`config.mk`:
```
export PLATFORM = sky130hd
export DESIGN_NAME = display_refresh_ctrl
export DESIGN_NICKNAME = d
export VERILOG_FILES = /design/src/rtl/clock_display_pkg.sv /design/src/rtl/ack_watchdog.sv /design/src/rtl/display_refresh_ctrl.sv
export SDC_FILE = /design/constraint.sdc
export NUM_CORES = 1
export LEC_CHECK = 0
export ABC_AREA = 0
export CAP_MARGIN = 20
export CORE_AREA = 2 2 75 77
export CTS_BUF_LIST = sky130_fd_sc_hd__clkbuf_4 sky130_fd_sc_hd__clkbuf_8 sky130_fd_sc_hd__clkbuf_16
export DETAILED_ROUTE_END_ITERATION = 16
export DIE_AREA = 0 0 77 79
export PLACE_DENSITY = 0.74
export SLEW_MARGIN = 20
export SYNTH_ARGS = -nofsm -noshare
export SYNTH_HDL_FRONTEND = slang
export SYNTH_SLANG_ARGS = --single-unit
export TNS_END_PERCENT = 50
```
`constraint.sdc`:
```
create_clock -name i_clk -period 1.6 [get_ports i_clk]
set_input_delay 0.4 -clock i_clk [delete_from_list [all_inputs] [get_ports i_clk]]
set_output_delay 0.4 -clock i_clk [all_outputs]
set_load 0.1 [all_outputs]
```
`src/rtl/clock_display_pkg.sv`:
```
// Shared types and constants for the clock display path: refresh FSM states,
// time field widths and decimal-point separator positions.
package clock_display_pkg;

    localparam int NUM_DIGITS = 6;
    localparam int HOURS_W    = 5;
    localparam int MINUTES_W  = 6;
    localparam int SECONDS_W  = 6;
    localparam int DP_W       = NUM_DIGITS;

    // Decimal points lit between HH|MM and MM|SS; bit0 is the hours MSD.
    localparam int DP_SEP_HM = 1;
    localparam int DP_SEP_MS = 3;

    typedef enum logic [1:0] {
        ST_IDLE     = 2'd0,
        ST_ISSUE    = 2'd1,
        ST_WAIT_ACK = 2'd2,
        ST_GAP      = 2'd3
    } refresh_state_t;

    typedef struct packed {
        logic [HOURS_W-1:0]   hours;
        logic [MINUTES_W-1:0] minutes;
        logic [SECONDS_W-1:0] seconds;
        logic [DP_W-1:0]      dp;
    } time_snap_t;

    function automatic logic [DP_W-1:0] blink_dp(input logic [DP_W-1:0] dp, input logic sec_lsb);
        logic [DP_W-1:0] r;
        r            = dp;
        r[DP_SEP_HM] = dp[DP_SEP_HM] | sec_lsb;
        r[DP_SEP_MS] = dp[DP_SEP_MS] | sec_lsb;
        return r;
    endfunction

endpackage

```
`src/rtl/ack_watchdog.sv`:
```
// Ack timeout counter for a handshake master: counts enabled cycles since the
// last clear and pulses expire on the LIMIT-th enabled cycle.
module ack_watchdog #(
    parameter int LIMIT = 4096
) (
    input  logic clk,
    input  logic reset_n,
    input  logic clear,
    input  logic enable,
    output logic expire
);

    localparam int CW = (LIMIT > 1) ? $clog2(LIMIT) : 1;
    localparam logic [CW-1:0] LAST = CW'(LIMIT - 1);

    logic [CW-1:0] count;

    always_ff @(posedge clk) begin
        if (!reset_n || clear) begin
            count <= '0;
        end else if (enable) begin
            count <= count + CW'(1);
        end
    end

    assign expire = enable && (count == LAST);

endmodule

```
`src/rtl/display_refresh_ctrl.sv`:
```
// Refresh sequencer in front of the MAX7219 output wrapper: issues config and
// digit writes, holds a time snapshot per transfer. Optional macro
// DISPLAY_REFRESH_BLINK_EN blinks the HH:MM:SS separators from seconds[0].
module display_refresh_ctrl
    import clock_display_pkg::*;
#(
    parameter int CFG_EVERY_N = 60,
    parameter int ACK_TIMEOUT = 4096
) (
    input  logic                 i_clk,
    input  logic                 i_reset_n,
    input  logic [HOURS_W-1:0]   i_hours,
    input  logic [MINUTES_W-1:0] i_minutes,
    input  logic [SECONDS_W-1:0] i_seconds,
    input  logic [DP_W-1:0]      i_dp,
    input  logic                 i_force_cfg,
    input  logic                 i_busy,
    input  logic                 i_ack,
    output logic                 o_stb,
    output logic                 o_write_config,
    output logic [HOURS_W-1:0]   o_hours,
    output logic [MINUTES_W-1:0] o_minutes,
    output logic [SECONDS_W-1:0] o_seconds,
    output logic [DP_W-1:0]      o_dp,
    output logic                 o_active,
    output logic                 o_timeout
);

    // Handshake: o_stb is a one-cycle request qualified by o_write_config and
    // only raised while the wrapper is not busy; the wrapper answers with a
    // one-cycle i_ack at transfer end. The snapshot is frozen from o_stb until
    // the next issue, and one GAP cycle keeps a new o_stb off the ack cycle.

    localparam logic [7:0] CNT_LAST = 8'(CFG_EVERY_N - 1);

    refresh_state_t state;
    time_snap_t     snap;
    time_snap_t     live;
    logic           cfg_pend;
    logic           data_pend;
    logic [7:0]     write_cnt;
    logic           changed;
    logic           expire;

    assign live    = {i_hours, i_minutes, i_seconds, i_dp};
    assign changed = (live != snap);

    ack_watchdog #(
        .LIMIT (ACK_TIMEOUT)
    ) u_ack_watchdog (
        .clk     (i_clk),
        .reset_n (i_reset_n),
        .clear   (state != ST_WAIT_ACK),
        .enable  ((state == ST_WAIT_ACK) && !i_ack),
        .expire  (expire)
    );

    always_ff @(posedge i_clk) begin
        if (!i_reset_n) begin
            state          <= ST_IDLE;
            snap           <= '0;
            cfg_pend       <= 1'b1;
            data_pend      <= 1'b1;
            write_cnt      <= '0;
            o_stb          <= 1'b0;
            o_write_config <= 1'b0;
            o_timeout      <= 1'b0;
        end else begin
            o_stb     <= 1'b0;
            o_timeout <= 1'b0;
            cfg_pend  <= cfg_pend | i_force_cfg;
            data_pend <= data_pend | changed;

            case (state)
                ST_IDLE: begin
                    if ((cfg_pend || data_pend) && !i_busy) begin
                        state          <= ST_ISSUE;
                        o_stb          <= 1'b1;
                        o_write_config <= cfg_pend;
                        if (cfg_pend) begin
                            // A force arriving on the issue edge is a fresh request.
                            cfg_pend <= i_force_cfg;
                        end else begin
                            snap      <= live;
                            data_pend <= 1'b0;
                        end
                    end
                end

                ST_ISSUE: begin
                    state <= ST_WAIT_ACK;
                end

                ST_WAIT_ACK: begin
                    if (i_ack) begin
                        state <= ST_GAP;
                        // Only acked digit writes advance the config cadence.
                        if (!o_write_config) begin
                            if (write_cnt == CNT_LAST) begin
                                write_cnt <= '0;
                                cfg_pend  <= 1'b1;
                            end else begin
                                write_cnt <= write_cnt + 8'd1;
                            end
                        end
                    end else if (expire) begin
                        state     <= ST_GAP;
                        o_timeout <= 1'b1;
                        if (o_write_config) begin
                            cfg_pend <= 1'b1;
                        end else begin
                            data_pend <= 1'b1;
                        end
                    end
                end

                ST_GAP: begin
                    state <= ST_IDLE;
                end

                default: begin
                    state <= ST_IDLE;
                end
            endcase
        end
    end

    assign o_active  = (state != ST_IDLE);
    assign o_hours   = snap.hours;
    assign o_minutes = snap.minutes;
    assign o_seconds = snap.seconds;

`ifdef DISPLAY_REFRESH_BLINK_EN
    assign o_dp = blink_dp(snap.dp, snap.seconds[0]);
`else
    assign o_dp = snap.dp;
`endif

endmodule

```
Word-level counts from Yosys, hierarchy flattened

Cells that the tools add are included.

Muxes and demuxes: 21
Reductions and logical operators: 16
Bitwise logic cells: 6
Add/subtract/negate cells: 2
Equal/unequal tests: 9

Operators by type and width:

| kind                                                | count |
|---|---|
| != test 23 bit                                      | 1 |
| two-way mux 1 bit                                   | 14 |
| adder 12 x 1 -> 12 bit, second input constant       | 1 |
| equality test 12 bit, second input constant         | 1 |
| adder 8 x 1 -> 8 bit, second input constant         | 1 |
| equality test 8 x 6 -> 1 bit, second input constant | 1 |
| two-way mux 8 bit                                   | 1 |
| one-hot mux 2 bit (4 select lines)                  | 1 |
| two-way mux 2 bit                                   | 3 |
| AND reduction 2 bit                                 | 3 |
| AND reduction 3 bit                                 | 2 |
| equality test 2 bit, second input constant          | 2 |
| != test 2 bit, second input constant                | 2 |
| inverter 1 bit                                      | 4 |
| one-hot mux 1 bit (2 select lines)                  | 2 |
| logical AND 1 bit                                   | 3 |
| logical NOT 1 bit                                   | 3 |
| != test 3 bit, second input constant                | 1 |
| OR reduction 3 bit                                  | 1 |
| equality test 2 x 1 -> 1 bit, second input constant | 1 |
| logical NOT 2 bit                                   | 1 |
| logical OR 1 bit                                    | 2 |
| bitwise OR 1 bit                                    | 2 |
| nonzero test 2 bit                                  | 1 |

Output and inout bits: 27
Input port bits: 28
Register bits after elaboration: 50
Word-level logic and storage cells: 66

Logic depth before layout (Yosys ltp)

Word-level depth: 6
Gate-level depth with buffers: 8
Depth with buffers taken out: 6

Modules after synthesis

From an unflattened synthesis, not the netlist that was laid out.

Cells, all modules: 268
Area, all modules: 2413.6 µm²

By module, submodules not included:

| module               | area each (µm²) | seq. area each (µm²) | cells each | times used |
|---|---|---|---|---|
| display_refresh_ctrl | 1831.8          | 760.7                | 205        | 1 |
| ack_watchdog         | 581.8           | 240.2                | 63         | 1 |

Worst setup path before layout

No wires, ideal clock.

Path kind: register to register
Start point: reg o_write_config
End point: reg cfg_pend
Setup slack: -0.555 ns
Data required time: 1.466 ns
Library setup time: 0.134 ns
Buffers on the path: 0
Arrival: 2.021 ns
Stages on the path, launching flop included: 4
Clock period less this slack: 2.155 ns
Cells stage by stage: dfxtp_1 > and4b_4 > a31o_4 > or4_1

Longest elaborated chain between the ends: 4
Elaborated cells on any way between the ends: 5
Classes of those cells: mux (5)

Ends and longest elaborated chain:

| element                              | RTL line                    | text |
|---|---|---|
| start: declaration                   | display_refresh_ctrl.sv:20  | `output logic o_write_config,` |
| start signal: assignment             | display_refresh_ctrl.sv:79  | `o_write_config <= cfg_pend;` |
| two-way mux 1 bit                    | display_refresh_ctrl.sv:109 | `if (o_write_config) begin` |
| two-way mux 1 bit                    | display_refresh_ctrl.sv:106 | `end else if (expire) begin` |
| two-way mux 1 bit *                  | display_refresh_ctrl.sv:95  | `if (i_ack) begin` |
| one-hot mux 1 bit (2 select lines) * | display_refresh_ctrl.sv:74  | `case (state)` |
| end signal: assignment               | display_refresh_ctrl.sv:71  | `cfg_pend <= cfg_pend \| i_force_cfg;` |
| end signal: assignment               | display_refresh_ctrl.sv:82  | `cfg_pend <= i_force_cfg;` |
| end: declaration                     | display_refresh_ctrl.sv:39  | `logic cfg_pend;` |

Mark *: on every way between the ends. The rest lies on a longest branch, timed or not.
A chain may end at the register's enable or synchronous reset.

Worst setup path after layout

Start point: reg state[0]
End point: reg snap, in the netlist o_hours[1]

Longest elaborated chain between the ends: 2

Ends and longest elaborated chain:

| element                       | RTL line                   | text |
|---|---|---|
| start: declaration            | display_refresh_ctrl.sv:36 | `refresh_state_t state;` |
| start signal: assignment      | display_refresh_ctrl.sv:60 | `state <= ST_IDLE;` |
| start signal: assignment      | display_refresh_ctrl.sv:77 | `state <= ST_ISSUE;` |
| start signal: assignment      | display_refresh_ctrl.sv:91 | `state <= ST_WAIT_ACK;` |
| logical NOT 2 bit             | display_refresh_ctrl.sv:74 |  |
| AND reduction 3 bit (no line) | n/a                        |  |
| end signal: assignment        | display_refresh_ctrl.sv:84 | `snap <= live;` |
| end: declaration              | display_refresh_ctrl.sv:37 | `time_snap_t snap;` |

Every way passes these cells.

==> impl_metrics.csv <==
group,metric,value,unit
grt,antenna_found_initial,0,
routing,ant_nets,0,
yosys,syn_avg_cell_area,8.56,um2
critical_path,crit_type,"flip-flop to flip-flop",
power_and_ir_drop,p_leak,0.00131,uW
timing,tightestPinTransition,0.355,ns
timing,timing.final.crit_period,1.73,ns
yosys,ys_seq_elements,50,
worst_hold_path,whs_path_depth,2,
critical_path,critPathMaxStageDelay,0.33,ns
yosys,yosysSeqAreaShare,44.1,%
critical_path,cp.required,1.82,ns
critical_path,cp_slowest_cell,"dfxtp_2",
place,placed_cells_incl_taps,403,
place,placed_cell_area,0.00336,mm2
yosys,synth_edf_count,0,
critical_path,r2r_slack,-0.13,ns
floorplanning,std_cell_rows,27,
power_and_ir_drop,powerDensity,1040,mW/mm2
timing,period_share,108,%
critical_path,crit_cells,10,
clocking,clock_sinks,50,
yosys,netlist.area_leader.share,44.1,%
place,place_hpwl,4030,um
routing,via_per_inst,5.02,
place,numPortBuffers,54,
critical_path,endpoint_kind,"flip-flop",
critical_path,cp_common_cell,"buf_6",
floorplanning,io_pins,55,
floorplanning,start_util,42.5,%
clocking,htreeDepth,2,
critical_path,worstPathCellList,"inv_2 > buf_6 > ha_4 > buf_4 > nand3b_1 > buf_6 > nor2_4 > clkbuf_16 > nand2_1 > a21oi_1",
status,status,"finished, violations left",
clocking,cts_tree,"done",
timing,fin_skew,0.00394,ns
yosys,synth_common_cells,"nand2_1 (53), dfxtp_1 (50), nor2_1 (26), a21oi_1 (24), xnor2_1 (24)",
timing,drv_slew,0,
clocking,worstSkewPairLatency,0.30,ns
timing,rsz0062_at_grt,"true",
layout,final_cells,418,
critical_path,cp_num_buf_inv,5,
clocking,clockRootBuffer,"clkbuf_8",
yosys,synth_area_leader_cell,"dfxtp_1",
critical_path,crit_fanout,6,
timing,fmax,578,MHz
timing,timing.final.ws_setup,-0.131,ns
yosys,yosysWarnings,0,
status,violations,"setup timing",
grt,gr-total-overflow,0,
clocking,clk_pin_slew_worst_paths,0.09,ns
layout,antenna_cells,0,
job,maxCapViolCount,0,
routing,avgRoutedWirePerCell,14.0,um
routing,drc,0,
critical_path,crit_path_start,"state[0]",
yosys,yosysUniqueCellTypes,38,
critical_path,arrival,1.95,ns
layout,final_area,0.00361,mm2
critical_path,cpLargestDelayFamily,"buffers and inverters",
layout,fin_util,67.7,%
yosys,synthCells,265,
grt,grt_pass1_wl,9340,um
floorplanning,core_area,0.00534,mm2
clocking,cts_max_path_buffers,2,
critical_path,rr_startpoint,"state[0]",
routing,drtIter0Drc,159,
yosys,syn_nets,297,
routing,dr.pass1.iters,4,
grt,first_global_vias,2092,
timing,finalHoldViolCount,0,
yosys,synth_ff_type,"dfxtp_1",
clocking,hold_buffers,0,
timing,relSlewSlack,76.3,%
layout,nets,377,
power_and_ir_drop,peakVddDrop,1.20,mV
routing,routed_wirelength,5870,um
place,gp_congestion,0.748,
critical_path,start_kind,"flip-flop",
yosys,synth.most_common_cell,"nand2_1",
yosys,synthTopCellsByArea,"dfxtp_1 (44%), xnor2_1 (9.3%), nand2_1 (8.8%)",
critical_path,critical_path.endpoint,"o_hours[1]",
yosys,synthArstFlopShare,0,%
grt,grt_max_degree,28,
yosys,syn_area,0.00227,mm2
timing,setup_violations,23,
floorplanning,die_x,77,um
floorplanning,die_h,79,um
critical_path,reg2reg_depth,10,
clocking,cts_buffers,5,
grt,grt.total_usage,18.9,%
critical_path,timing.rr.end,"o_hours[1]",
layout,drive_gt1_share,31.2,%
floorplanning,dieArea,0.00608,mm2
worst_hold_path,hold_class,"flip-flop to flip-flop",
layout,syn_to_final_growth,59.2,%
routing,num_vias,2097,
## cell type report
type / instances / area (um2)
timing repair buffer: 84 / 1120
fill: 427 / 1730
inverter: 5 / 22.5
sequential: 50 / 1030
tap: 72 / 90.1
clock buffer: 6 / 82.6
clock inverter: 2 / 12.5
multi-input combinational: 199 / 1260
## state kept, by name, indices dropped and copies added (netlist names)
register and cells:
o_write_config 1, state 2, o_dp 6, data_pend 1, o_seconds 6, o_minutes 6, u_ack_watchdog.count 12, write_cnt 8
o_stb 1, o_timeout 1, cfg_pend 1, o_hours 5
## power by group
group / switching (uW) / leakage [uW] / internal (uW)
clock: 418 / 0.0000472 / 348
sequential: 76.8 / 0.000415 / 1330
combinational: 859 / 0.000844 / 737
total: 1350 / 0.00131 / 2410
## how the worst min path moves through the flow
stage | end | start
finish | state[1] | state[1]
global route | o_hours[4] | o_hours[4]
CTS | state[1] | state[1]
detailed placement | state[1] | state[1]
global placement | state[1] | state[1]
floorplan | state[1] | state[1]
## placed cells by master (no fill, tap or decap), types with 2 or more instances in the layout
cell | synthesis | final
buf_6 | 1 | 6
and2_1 | 2 | 2
nand2_1 | 53 | 51
a21oi_1 | 24 | 15
inv_2 | 1 | 3
and4b_1 | 3 | 3
buf_12 | 0 | 29
and4_1 | 2 | 2
dfxtp_2 | 0 | 22
buf_4 | 0 | 20
dfxtp_1 | 50 | 28
nor2_1 | 26 | 25
nand3b_1 | 2 | 2
clkbuf_8 | 0 | 6
mux2i_1 | 3 | 3
or4_1 | 2 | 2
nor3_1 | 3 | 3
clkinvlp_4 | 0 | 2
nand3_1 | 5 | 5
ha_1 | 4 | 3
xnor2_1 | 24 | 24
nand2_2 | 0 | 2
xor2_1 | 16 | 16
clkbuf_16 | 0 | 2
clkdlybuf4s50_1 | 0 | 27
o21ai_0 | 2 | 2
a21oi_2 | 0 | 9
nand4_1 | 13 | 13
## per-stage QoR
step	setup slack (ns)	hold slack (ns)	total power, uW	setup TNS (ns)
final	-0.131	0.481	3770	-0.923
after global routing	-0.198	0.512	3940	-3.03
after CTS	-0.0781	0.485	3690	-0.125
after detailed placement	-0.321	0.471	2830	-7.73
after global placement	-0.302	0.463	2810	-7.55
after floorplan	-0.307	0.450	2230	-0.307
## metal layers
layer	track usage (%)	vias to the layer above	routed length [um]
met5	0	-	0
met4	7.32	0	111
met3	4.09	12	222
met2	33.2	45	2900
met1	22.6	983	2640
li1	-	1057	-
## timing repair
item                                    4_1_cts  5_1_grt
resized for setup                             5       15
endpoints found under the setup margin        2       29
pin swaps                                     1        2
setup buffers                                 3        1
cloned                                        0        3
## cells by family after synthesis
| group | count (synthesis) | share of synthesized area, % |
|---|---|---|
| xor+xnor | 40 | 15.4 |
| simple gates | 117 | 24.4 |
| fa+ha+maj | 4 | 2.21 |
| flops | 50 | 44.1 |
| compound gates | 35 | 9.37 |
| buf+inv | 16 | 3.20 |
| mux | 3 | 1.32 |
## tightest hold or removal path: stages, from the launching register on
cell and delay, ns:
dfxtp_2 0.34, nand2_1 0.05, mux2i_1 0.05
(Power assumes the default switching activity.)
